--- src/rtl/pipe_hazard_ctrl_pkg.sv ---
// Shared types and helpers for the pipeline hazard/forwarding controller.
// Scoreboard slots carry a fixed-width rd field wide enough for any REG_AW <= RD_W.
package pipe_pkg;

    localparam int RD_W        = 8;
    localparam int FWD_REGFILE = 0;

    typedef struct packed {
        logic            valid;
        logic [RD_W-1:0] rd;
        logic            is_load;
    } sb_slot_t;

    localparam sb_slot_t SB_BUBBLE = '{valid: 1'b0, rd: {RD_W{1'b0}}, is_load: 1'b0};

    function automatic int fwd_sel_w(input int depth);
        return $clog2(depth + 1);
    endfunction

endpackage

--- src/rtl/pipe_hazard_ctrl_if.sv ---
// Decode-side bundle between the ID stage and the hazard controller.
// master = pipeline front end, slave = hazard controller.
interface pipe_hazard_ctrl_if
    import pipe_pkg::*;
#(
    parameter int REG_AW = 5,
    parameter int DEPTH  = 3,
    parameter int CNT_W  = 32
);
    localparam int SEL_W = fwd_sel_w(DEPTH);

    logic              id_valid;
    logic [REG_AW-1:0] id_rs;
    logic [REG_AW-1:0] id_rt;
    logic              id_use_rs;
    logic              id_use_rt;
    logic [REG_AW-1:0] id_rd;
    logic              id_reg_write;
    logic              id_is_load;
    logic              br_taken;

    logic              stall_f;
    logic              bubble_e;
    logic              flush_fd;
    logic              flush_de;
    logic [SEL_W-1:0]  fwd_rs_sel;
    logic [SEL_W-1:0]  fwd_rt_sel;
    logic [CNT_W-1:0]  stall_cnt;
    logic [CNT_W-1:0]  flush_cnt;

    modport master (
        output id_valid, id_rs, id_rt, id_use_rs, id_use_rt,
               id_rd, id_reg_write, id_is_load, br_taken,
        input  stall_f, bubble_e, flush_fd, flush_de,
               fwd_rs_sel, fwd_rt_sel, stall_cnt, flush_cnt
    );

    modport slave (
        input  id_valid, id_rs, id_rt, id_use_rs, id_use_rt,
               id_rd, id_reg_write, id_is_load, br_taken,
        output stall_f, bubble_e, flush_fd, flush_de,
               fwd_rs_sel, fwd_rt_sel, stall_cnt, flush_cnt
    );

endinterface

--- src/rtl/pipe_hazard_ctrl_sb_shift_chain.sv ---
// In-flight destination scoreboard: slot 1 = EX ... slot DEPTH = WB.
// Each edge everything ages one slot; slot 1 takes the new entry or a bubble.
module sb_shift_chain
    import pipe_pkg::*;
#(
    parameter int DEPTH = 3
) (
    input  logic                clk,
    input  logic                rst_n,
    input  sb_slot_t            ins_slot,
    input  logic                ins_bubble,
    output sb_slot_t [DEPTH:1]  slots
);

    sb_slot_t [DEPTH:1] slot_r;

    // Age all slots by one stage; the oldest entry falls off the end.
    always_ff @(posedge clk or negedge rst_n) begin
        if (!rst_n) begin
            slot_r <= {DEPTH{SB_BUBBLE}};
        end else begin
            slot_r[1] <= ins_bubble ? SB_BUBBLE : ins_slot;
            for (int k = 2; k <= DEPTH; k++) begin
                slot_r[k] <= slot_r[k-1];
            end
        end
    end

    assign slots = slot_r;

endmodule

--- src/rtl/pipe_hazard_ctrl.sv ---
// Hazard and forwarding controller: operand lookup against the scoreboard,
// load-use stall, branch flush (flush wins), and saturating perf counters.
module pipe_hazard_ctrl
    import pipe_pkg::*;
#(
    parameter int REG_AW   = 5,
    parameter int DEPTH    = 3,
    parameter int LOAD_LAT = 1,
    parameter int CNT_W    = 32
) (
    input logic               CLOCK,
    input logic               RESET,
    pipe_hazard_ctrl_if.slave bus
);

    localparam int SEL_W = fwd_sel_w(DEPTH);

    sb_slot_t [DEPTH:1] slots_s;
    sb_slot_t           ins_slot_s;
    logic               ins_bubble_s;

    logic [RD_W-1:0]    rs_ext_s;
    logic [RD_W-1:0]    rt_ext_s;
    logic               rs_m_s;
    logic               rt_m_s;
    logic [SEL_W-1:0]   rs_k_s;
    logic [SEL_W-1:0]   rt_k_s;
    logic               rs_lh_s;
    logic               rt_lh_s;

    logic               flush_s;
    logic               stall_s;

    logic               stall_f_s;
    logic               bubble_e_s;
    logic               flush_fd_s;
    logic               flush_de_s;
    logic [SEL_W-1:0]   fwd_rs_s;
    logic [SEL_W-1:0]   fwd_rt_s;

    logic [CNT_W-1:0]   stall_cnt_r;
    logic [CNT_W-1:0]   flush_cnt_r;

    assign rs_ext_s = RD_W'(bus.id_rs);
    assign rt_ext_s = RD_W'(bus.id_rt);

    sb_shift_chain #(
        .DEPTH (DEPTH)
    ) u_sb (
        .clk        (CLOCK),
        .rst_n      (RESET),
        .ins_slot   (ins_slot_s),
        .ins_bubble (ins_bubble_s),
        .slots      (slots_s)
    );

    // Youngest matching slot wins: scan oldest to youngest so later hits override.
    // rd==0 can never match because such entries are never marked valid.
    always_comb begin
        rs_m_s  = 1'b0;
        rt_m_s  = 1'b0;
        rs_k_s  = SEL_W'(FWD_REGFILE);
        rt_k_s  = SEL_W'(FWD_REGFILE);
        rs_lh_s = 1'b0;
        rt_lh_s = 1'b0;
        for (int k = DEPTH; k >= 1; k--) begin
            rs_m_s  = bus.id_use_rs && slots_s[k].valid && (slots_s[k].rd == rs_ext_s);
            rt_m_s  = bus.id_use_rt && slots_s[k].valid && (slots_s[k].rd == rt_ext_s);
            rs_k_s  = rs_m_s ? SEL_W'(k) : rs_k_s;
            rt_k_s  = rt_m_s ? SEL_W'(k) : rt_k_s;
            rs_lh_s = rs_m_s ? (slots_s[k].is_load && (k <= LOAD_LAT)) : rs_lh_s;
            rt_lh_s = rt_m_s ? (slots_s[k].is_load && (k <= LOAD_LAT)) : rt_lh_s;
        end
    end

    // Stall/flush decision and the entry offered to scoreboard slot 1.
    always_comb begin
        flush_s            = bus.br_taken;
        stall_s            = bus.id_valid & (rs_lh_s | rt_lh_s) & ~flush_s;
        ins_bubble_s       = ~bus.id_valid | stall_s | flush_s;
        ins_slot_s.valid   = bus.id_reg_write & (bus.id_rd != {REG_AW{1'b0}});
        ins_slot_s.rd      = RD_W'(bus.id_rd);
        ins_slot_s.is_load = bus.id_is_load;
    end

    // Control outputs are combinational but held at zero while reset is asserted.
    always_comb begin
        if (!RESET) begin
            stall_f_s  = 1'b0;
            bubble_e_s = 1'b0;
            flush_fd_s = 1'b0;
            flush_de_s = 1'b0;
            fwd_rs_s   = SEL_W'(FWD_REGFILE);
            fwd_rt_s   = SEL_W'(FWD_REGFILE);
        end else begin
            stall_f_s  = stall_s;
            bubble_e_s = stall_s;
            flush_fd_s = flush_s;
            flush_de_s = flush_s;
            fwd_rs_s   = stall_s ? SEL_W'(FWD_REGFILE) : rs_k_s;
            fwd_rt_s   = stall_s ? SEL_W'(FWD_REGFILE) : rt_k_s;
        end
    end

    // Stall-cycle counter, sticks at all-ones.
    always_ff @(posedge CLOCK or negedge RESET) begin
        if (!RESET) begin
            stall_cnt_r <= {CNT_W{1'b0}};
        end else if (stall_f_s && (stall_cnt_r != {CNT_W{1'b1}})) begin
            stall_cnt_r <= stall_cnt_r + CNT_W'(1);
        end else begin
            stall_cnt_r <= stall_cnt_r;
        end
    end

    // Flush-cycle counter, sticks at all-ones.
    always_ff @(posedge CLOCK or negedge RESET) begin
        if (!RESET) begin
            flush_cnt_r <= {CNT_W{1'b0}};
        end else if (flush_fd_s && (flush_cnt_r != {CNT_W{1'b1}})) begin
            flush_cnt_r <= flush_cnt_r + CNT_W'(1);
        end else begin
            flush_cnt_r <= flush_cnt_r;
        end
    end

    assign bus.stall_f    = stall_f_s;
    assign bus.bubble_e   = bubble_e_s;
    assign bus.flush_fd   = flush_fd_s;
    assign bus.flush_de   = flush_de_s;
    assign bus.fwd_rs_sel = fwd_rs_s;
    assign bus.fwd_rt_sel = fwd_rt_s;
    assign bus.stall_cnt  = stall_cnt_r;
    assign bus.flush_cnt  = flush_cnt_r;

endmodule
--- src/flat_wrapper.sv ---
// flat-port wrapper written by rule: the top's interface ports become plain ports
module pipe_hazard_ctrl_flat import pipe_pkg::*;
#(
    parameter int REG_AW   = 5,
    parameter int DEPTH    = 3,
    parameter int LOAD_LAT = 1,
    parameter int CNT_W    = 32
)
  (CLOCK, RESET, bus_id_valid, bus_id_rs, bus_id_rt, bus_id_use_rs, bus_id_use_rt, bus_id_rd, bus_id_reg_write, bus_id_is_load, bus_br_taken, bus_stall_f, bus_bubble_e, bus_flush_fd, bus_flush_de, bus_fwd_rs_sel, bus_fwd_rt_sel, bus_stall_cnt, bus_flush_cnt);
  pipe_hazard_ctrl_if #(.REG_AW(REG_AW), .DEPTH(DEPTH), .CNT_W(CNT_W)) bus_i ();
  input logic CLOCK;
  input logic RESET;
  input wire logic [$bits(bus_i.id_valid)-1:0] bus_id_valid;
  input wire logic [$bits(bus_i.id_rs)-1:0] bus_id_rs;
  input wire logic [$bits(bus_i.id_rt)-1:0] bus_id_rt;
  input wire logic [$bits(bus_i.id_use_rs)-1:0] bus_id_use_rs;
  input wire logic [$bits(bus_i.id_use_rt)-1:0] bus_id_use_rt;
  input wire logic [$bits(bus_i.id_rd)-1:0] bus_id_rd;
  input wire logic [$bits(bus_i.id_reg_write)-1:0] bus_id_reg_write;
  input wire logic [$bits(bus_i.id_is_load)-1:0] bus_id_is_load;
  input wire logic [$bits(bus_i.br_taken)-1:0] bus_br_taken;
  output wire logic [$bits(bus_i.stall_f)-1:0] bus_stall_f;
  output wire logic [$bits(bus_i.bubble_e)-1:0] bus_bubble_e;
  output wire logic [$bits(bus_i.flush_fd)-1:0] bus_flush_fd;
  output wire logic [$bits(bus_i.flush_de)-1:0] bus_flush_de;
  output wire logic [$bits(bus_i.fwd_rs_sel)-1:0] bus_fwd_rs_sel;
  output wire logic [$bits(bus_i.fwd_rt_sel)-1:0] bus_fwd_rt_sel;
  output wire logic [$bits(bus_i.stall_cnt)-1:0] bus_stall_cnt;
  output wire logic [$bits(bus_i.flush_cnt)-1:0] bus_flush_cnt;
  assign bus_i.id_valid = bus_id_valid;
  assign bus_i.id_rs = bus_id_rs;
  assign bus_i.id_rt = bus_id_rt;
  assign bus_i.id_use_rs = bus_id_use_rs;
  assign bus_i.id_use_rt = bus_id_use_rt;
  assign bus_i.id_rd = bus_id_rd;
  assign bus_i.id_reg_write = bus_id_reg_write;
  assign bus_i.id_is_load = bus_id_is_load;
  assign bus_i.br_taken = bus_br_taken;
  assign bus_stall_f = bus_i.stall_f;
  assign bus_bubble_e = bus_i.bubble_e;
  assign bus_flush_fd = bus_i.flush_fd;
  assign bus_flush_de = bus_i.flush_de;
  assign bus_fwd_rs_sel = bus_i.fwd_rs_sel;
  assign bus_fwd_rt_sel = bus_i.fwd_rt_sel;
  assign bus_stall_cnt = bus_i.stall_cnt;
  assign bus_flush_cnt = bus_i.flush_cnt;
  pipe_hazard_ctrl #(.REG_AW(REG_AW), .DEPTH(DEPTH), .LOAD_LAT(LOAD_LAT), .CNT_W(CNT_W)) u_core (.CLOCK(CLOCK), .RESET(RESET), .bus(bus_i));
endmodule
--- config.mk ---
export PLATFORM = sky130hd
export DESIGN_NAME = pipe_hazard_ctrl_flat
export DESIGN_NICKNAME = d
export VERILOG_FILES = /design/src/rtl/pipe_hazard_ctrl_pkg.sv /design/src/rtl/pipe_hazard_ctrl_if.sv /design/src/rtl/pipe_hazard_ctrl_sb_shift_chain.sv /design/src/rtl/pipe_hazard_ctrl.sv /design/src/flat_wrapper.sv
export SDC_FILE = /design/constraint.sdc
export NUM_CORES = 1
export LEC_CHECK = 0
export ABC_CLOCK_PERIOD_IN_PS = 3810
export CAP_MARGIN = 0
export CELL_PAD_IN_SITES_DETAIL_PLACEMENT = 1
export CELL_PAD_IN_SITES_GLOBAL_PLACEMENT = 1
export CORE_MARGIN = 2
export CORE_UTILIZATION = 44
export CTS_BUF_LIST = sky130_fd_sc_hd__clkbuf_2 sky130_fd_sc_hd__clkbuf_4 sky130_fd_sc_hd__clkbuf_8
export DETAILED_ROUTE_END_ITERATION = 8
export GPL_ROUTABILITY_DRIVEN = 1
export GPL_TIMING_DRIVEN = 0
export PLACE_DENSITY = 0.95
export SYNTH_ARGS = -nofsm -noshare
export SYNTH_HDL_FRONTEND = slang
export SYNTH_SLANG_ARGS = --single-unit
--- constraint.sdc ---
create_clock -name CLOCK -period 3.81 [get_ports CLOCK]
set_input_delay 0.5715 -clock CLOCK [delete_from_list [all_inputs] [get_ports CLOCK]]
set_output_delay 0.5715 -clock CLOCK [all_outputs]
set_load 0.1 [all_outputs]
# After elaboration in Yosys (flattened, before gate mapping)
# Cells that the tools add are included.
[totals] output_inout_bits=72 reg_bits=92 elab_cells=57 in_bits=23
[classes] eq_ne=8 bitwise_logic=8 add_sub_neg=2 reduce_logical=15 mux=15
[ops] cell="32-bit by 1-bit adder with 32-bit output, second input constant" n=2
[ops] cell="32-bit inequality test, second input constant" n=2
[ops] cell="8-bit by 5-bit == test with 1-bit output" n=6
[ops] cell="2-bit two-way mux" n=10
[ops] cell="1-bit logical AND" n=14
[ops] cell="10-bit two-way mux" n=1
[ops] cell="5-bit nonzero test" n=1
[ops] cell="1-bit two-way mux" n=4
[ops] cell="1-bit bitwise AND" n=3
[ops] cell="1-bit OR" n=3
[ops] cell="1-bit inverter" n=2

# Depth between registers and ports, before layout
[logic_depth] word_depth=9 depth_mapped=8 ltp_nobuf=7

# By module
# A second synthesis with hierarchy kept.
[unflattened] cells_unflattened=390 area_unflattened_um2=4377.9
[modules_own_cells] module="pipe_hazard_ctrl" instances=1 area_each_um2=3564.7 seq_area_each_um2=1601.5 cells_each=350
[modules_own_cells] module="sb_shift_chain" instances=1 area_each_um2=813.3 seq_area_each_um2=750.7 cells_each=40

# Least setup slack after synthesis
# OpenSTA, ideal clock, no wires.
[synth_path] path_kind="input -> output" start="input port bus_id_rs[4]" end="output port bus_fwd_rs_sel[0]" required_ns=3.239 t_arrival_ns=2.814 slack_ns=0.424 stages=4 n_path_buf=0 path_cell_list="xor2_1 > nor4_1 > nand4_1 > a21oi_1"
[synth_via] elab_chain_cells=8 word_cells_on_any_way=15 cone_classes="eq/ne: 3; mux: 6; bitwise: 3; reduce/logical: 3"
[synth_lines] item="start, declared" line_no="flat_wrapper.sv:14" text="input wire logic [$bits(bus_i.id_rs)-1:0] bus_id_rs;"
[synth_lines] item="8-bit by 5-bit == test with 1-bit output" line_no="pipe_hazard_ctrl.sv:67" text="rs_m_s = bus.id_use_rs && slots_s[k].valid && (slots_s[k].rd == rs_ext_s);"
[synth_lines] item="1-bit logical AND" line_no="pipe_hazard_ctrl.sv:67"
[synth_lines] item="1-bit two-way mux" line_no="pipe_hazard_ctrl.sv:71" text="rs_lh_s = rs_m_s ? (slots_s[k].is_load && (k <= LOAD_LAT)) : rs_lh_s;"
[synth_lines] item="1-bit OR" line_no="pipe_hazard_ctrl.sv:79" text="stall_s = bus.id_valid & (rs_lh_s | rt_lh_s) & ~flush_s;"
[synth_lines] item="1-bit bitwise AND (2 in series)" line_no="pipe_hazard_ctrl.sv:79"
[synth_lines] item="2-bit two-way mux *" line_no="pipe_hazard_ctrl.sv:100" text="fwd_rs_s = stall_s ? SEL_W'(FWD_REGFILE) : rs_k_s;"
[synth_lines] item="2-bit two-way mux *" line_no="pipe_hazard_ctrl.sv:88" text="if (!RESET) begin"
[synth_lines] item="end, declared" line_no="flat_wrapper.sv:26" text="output wire logic [$bits(bus_i.fwd_rs_sel)-1:0] bus_fwd_rs_sel;"
# Mark *: on every way between the ends. The rest lies on a longest branch, timed or not.

# Worst setup path in the final report
[layout_path] start="input port bus_id_rs[2]" end="output port bus_bubble_e"
[layout_via] elab_chain_cells=7
[layout_lines] item="8-bit by 5-bit == test with 1-bit output" line_no="pipe_hazard_ctrl.sv:67"
[layout_lines] item="1-bit logical AND" line_no="pipe_hazard_ctrl.sv:67"
[layout_lines] item="1-bit two-way mux" line_no="pipe_hazard_ctrl.sv:71"
[layout_lines] item="1-bit OR" line_no="pipe_hazard_ctrl.sv:79"
[layout_lines] item="1-bit bitwise AND (2 in series)" line_no="pipe_hazard_ctrl.sv:79"
[layout_lines] item="1-bit two-way mux" line_no="pipe_hazard_ctrl.sv:88"
[layout_lines] item="end, declared" line_no="flat_wrapper.sv:23" text="output wire logic [$bits(bus_i.bubble_e)-1:0] bus_bubble_e;"
# Every way passes these cells.

==> qor.yml <==
tightest_slew_ns: 1.02
finalNetCount: 499
dr.pass1.iters: 4
io_pins: 95
cp-start-kind: "primary input"
antenna_found_initial: 0
synth_largest_area_cell: "dfrtp_1"
hold_path.class: "primary input to asynchronous set/reset pin"
slowest_stage: "clkdlybuf4s50_1"
multi_input_area_mm2: 0.00197
crit_buf_inv: 3
skew_ns: 0.0124
die_w_um: 101
diodes: 0
fin_setup_tns_ns: 0
period_share_pct: 96.5
synth_area_per_cell_um2: 11.2
r2r_slack_ns: 1.43
max_freq_mhz: 272
grt_setup_unrepaired: "false"
worstPathRequired_ns: 3.24
setup_viol: 0
dp_hpwl_um: 8430
cts_buffers: 9
ys.warnings.count: 0
postCtsSetupBuffers: 0
viasPerCell: 5.59
placementRows: 35
synth_area_mm2: 0.00411
floorplan.die_area_mm2: 0.0101
path_class: "primary input to primary output"
area_delta_synth_final_pct: 30.9
numPortBuffers: 94
hold_viol: 0
gp_congestion: 0.797
cts_hold_buf: 0
cts_sinks: 83
peakVddDrop_mv: 0.199
grt-ovfl-total: 0
p_total_uw: 1980
r2r_start: "u_core.u_sb.slots[5]$_DFF_PN0_"
max-clock-path-buffers: 2
worst_path_largest_cell_delay_ns: 0.52
synth-seq-area-share_pct: 50.5
fin_crit_ns: 3.68
crit_arrival_ns: 3.10
synthTopCellsByArea: "dfrtp_1, xnor2_1, xor2_1"
synth_seq_cells: 83
cts_tree: "done"
die_h_um: 101
grt.total_usage_pct: 23.2
syn_nets: 393
htreeDepth: 3
power_density_mw_per_mm2: 368
post_route_cells_drive_above_1_share_pct: 9.60
crit_family: "buffers and inverters"
dpl_cell_area_mm2: 0.00522
final-max-slew-violation-count: 0
ant_nets: 0
synth_cell_type_count: 38
core_mm2: 0.00915
clk_latency_ns: 0.35
crit_path_start: "bus_id_rs[2]"
post-route-drc-count: 0
root_buffer: "clkbuf_8"
nFillCells: 983
wirelength_um: 11100
grt_pass1_wl_um: 18400
status: "finished clean"
cp_max_fo: 11
seqCellArea_mm2: 0.00208
start_util_pct: 44.9
p_leak_uw: 0.00227
grt_max_degree: 53
drt_iter0_drc: 80
synthCells: 368
crit_path_end_kind: "primary output"
grt_pass1_vias: 3659
path_clk_slew_ns: 0.09
routedWlPerCell_um: 18.9
vias: 3297
slew-limit-headroom_pct: 31.9
stdcell_area_mm2: 0.00538
synth_top_area_share_pct: 50.5
cap_violations: 0
crit_chain: "clkdlybuf4s50_1, xor2_1, nor4_1, nand4_1, a21oi_4, buf_6, buf_2"
-- kinds of logic (layout without fill, tap and decap cells) --
family          Yosys count  after routing  synth area share, %
xor+xnor                 90             90                 19.2
compound gates           19             19                 3.01
mux                       3              3                0.822
buf+inv                   9            120                 1.58
fa+ha+maj                 2              2                0.609
flops                    83             83                 50.5
simple gates            162            162                 24.3
-- placed cells by master, fill, tap and decap left out, types with 5 or more instances in the layout --
| cell type | synthesis | layout |
|---|---|---|
| and2_1 | 10 | 10 |
| dfrtp_1 | 83 | 83 |
| nor4_1 | 9 | 9 |
| nand2_1 | 20 | 20 |
| clkdlybuf4s50_1 | 0 | 87 |
| and4_1 | 5 | 5 |
| xnor2_1 | 61 | 61 |
| nand3_1 | 24 | 24 |
| clkbuf_8 | 0 | 10 |
| nor2_1 | 10 | 10 |
| nand4_1 | 30 | 30 |
| a21oi_1 | 12 | 12 |
| and3_1 | 19 | 19 |
| nand4_2 | 6 | 6 |
| nand3_2 | 6 | 6 |
| xor2_1 | 29 | 29 |
-- power by group --
part	switching (µW)	total, µW	internal (µW)
combinational	313	430	117
sequential	44.2	961	917
clock	320	589	269
total	677	1980	1300
-- worst paths after layout --
check | to | depth (start not counted)
setup / recovery | bus_bubble_e | 7
hold / removal | u_core.bus.stall_cnt[15]$_DFFE_PN0P_ | 1
setup reg to reg | u_core.bus.stall_cnt[29]$_DFFE_PN0P_ | 7
hold reg to reg | u_core.u_sb.slots[29]$_DFF_PN0_ | 0
max in group asynchronous | u_core.bus.flush_cnt[21]$_DFFE_PN0P_ | 2
min in group CLOCK | u_core.u_sb.slots[29]$_DFF_PN0_ | 0
-- state kept, by name, indices dropped and copies added (netlist names) --
| register | cells |
|---|---|
| u_core.bus.flush_cnt | 32 |
| u_core.bus.stall_cnt | 32 |
| u_core.u_sb.slots | 19 |
-- routing by layer --
metal	wire, µm	GRT usage, %	part of all wire [%]	vias to the layer above
li1	-	-	-	1526
met1	4630	28.1	42	1688
met2	5930	41.5	53	71
met3	450	4.16	4.0	12
met4	136	7.69	1.2	0
met5	0	0	0	-
-- layout make-up --
class,instances,area share (%)
buffer,8,1.14
clock buffer,12,2.84
clock inverter,4,0.488
inverter,1,0.0697
multi-input combinational,276,36.6
sequential,83,38.6
tap,111,2.58
timing repair buffer,95,17.7
-- synthesized netlist by cell type, drive strengths merged --
cell	number
dfrtp	83
a21oi	13
nor2	11
inv	1
ha	2
nand3b	2
or2	1
nand4b	4
o211ai	2
mux2	3
and3	20
xnor2	61
a211oi	1
a21o	1
nor2b	2
nand4	36
o311a	1
xor2	29
nor4	9
or4	3
and4	5
or3	3
clkbuf	2
o31ai	1
and2	10
nand2b	3
nor3	3
nand3	30
buf	6
nand2	20
-- timing repair --
action / 4_1_cts / 5_1_grt
gates resized for setup: 11 / 2
setup endpoints to repair: 6 / 1
cloned: 0 / 0
pin swaps: 0 / 1
-- metrics by stage --
stage | worst slack (ns) | cells | hold WS (ns) | util, %
after floorplan | 0.424 | 368 | 0.276 | -
after global placement | -3.44 | 573 | 0.378 | 56.7
after detailed placement | -0.633 | 574 | 0.396 | 57.0
after CTS | 0.0273 | 590 | 0.178 | 58.9
after global routing | 0.0146 | 590 | 0.178 | 58.8
final | 0.134 | 590 | 0.163 | 58.8
Note: power is estimated with default switching activity, not from simulation.
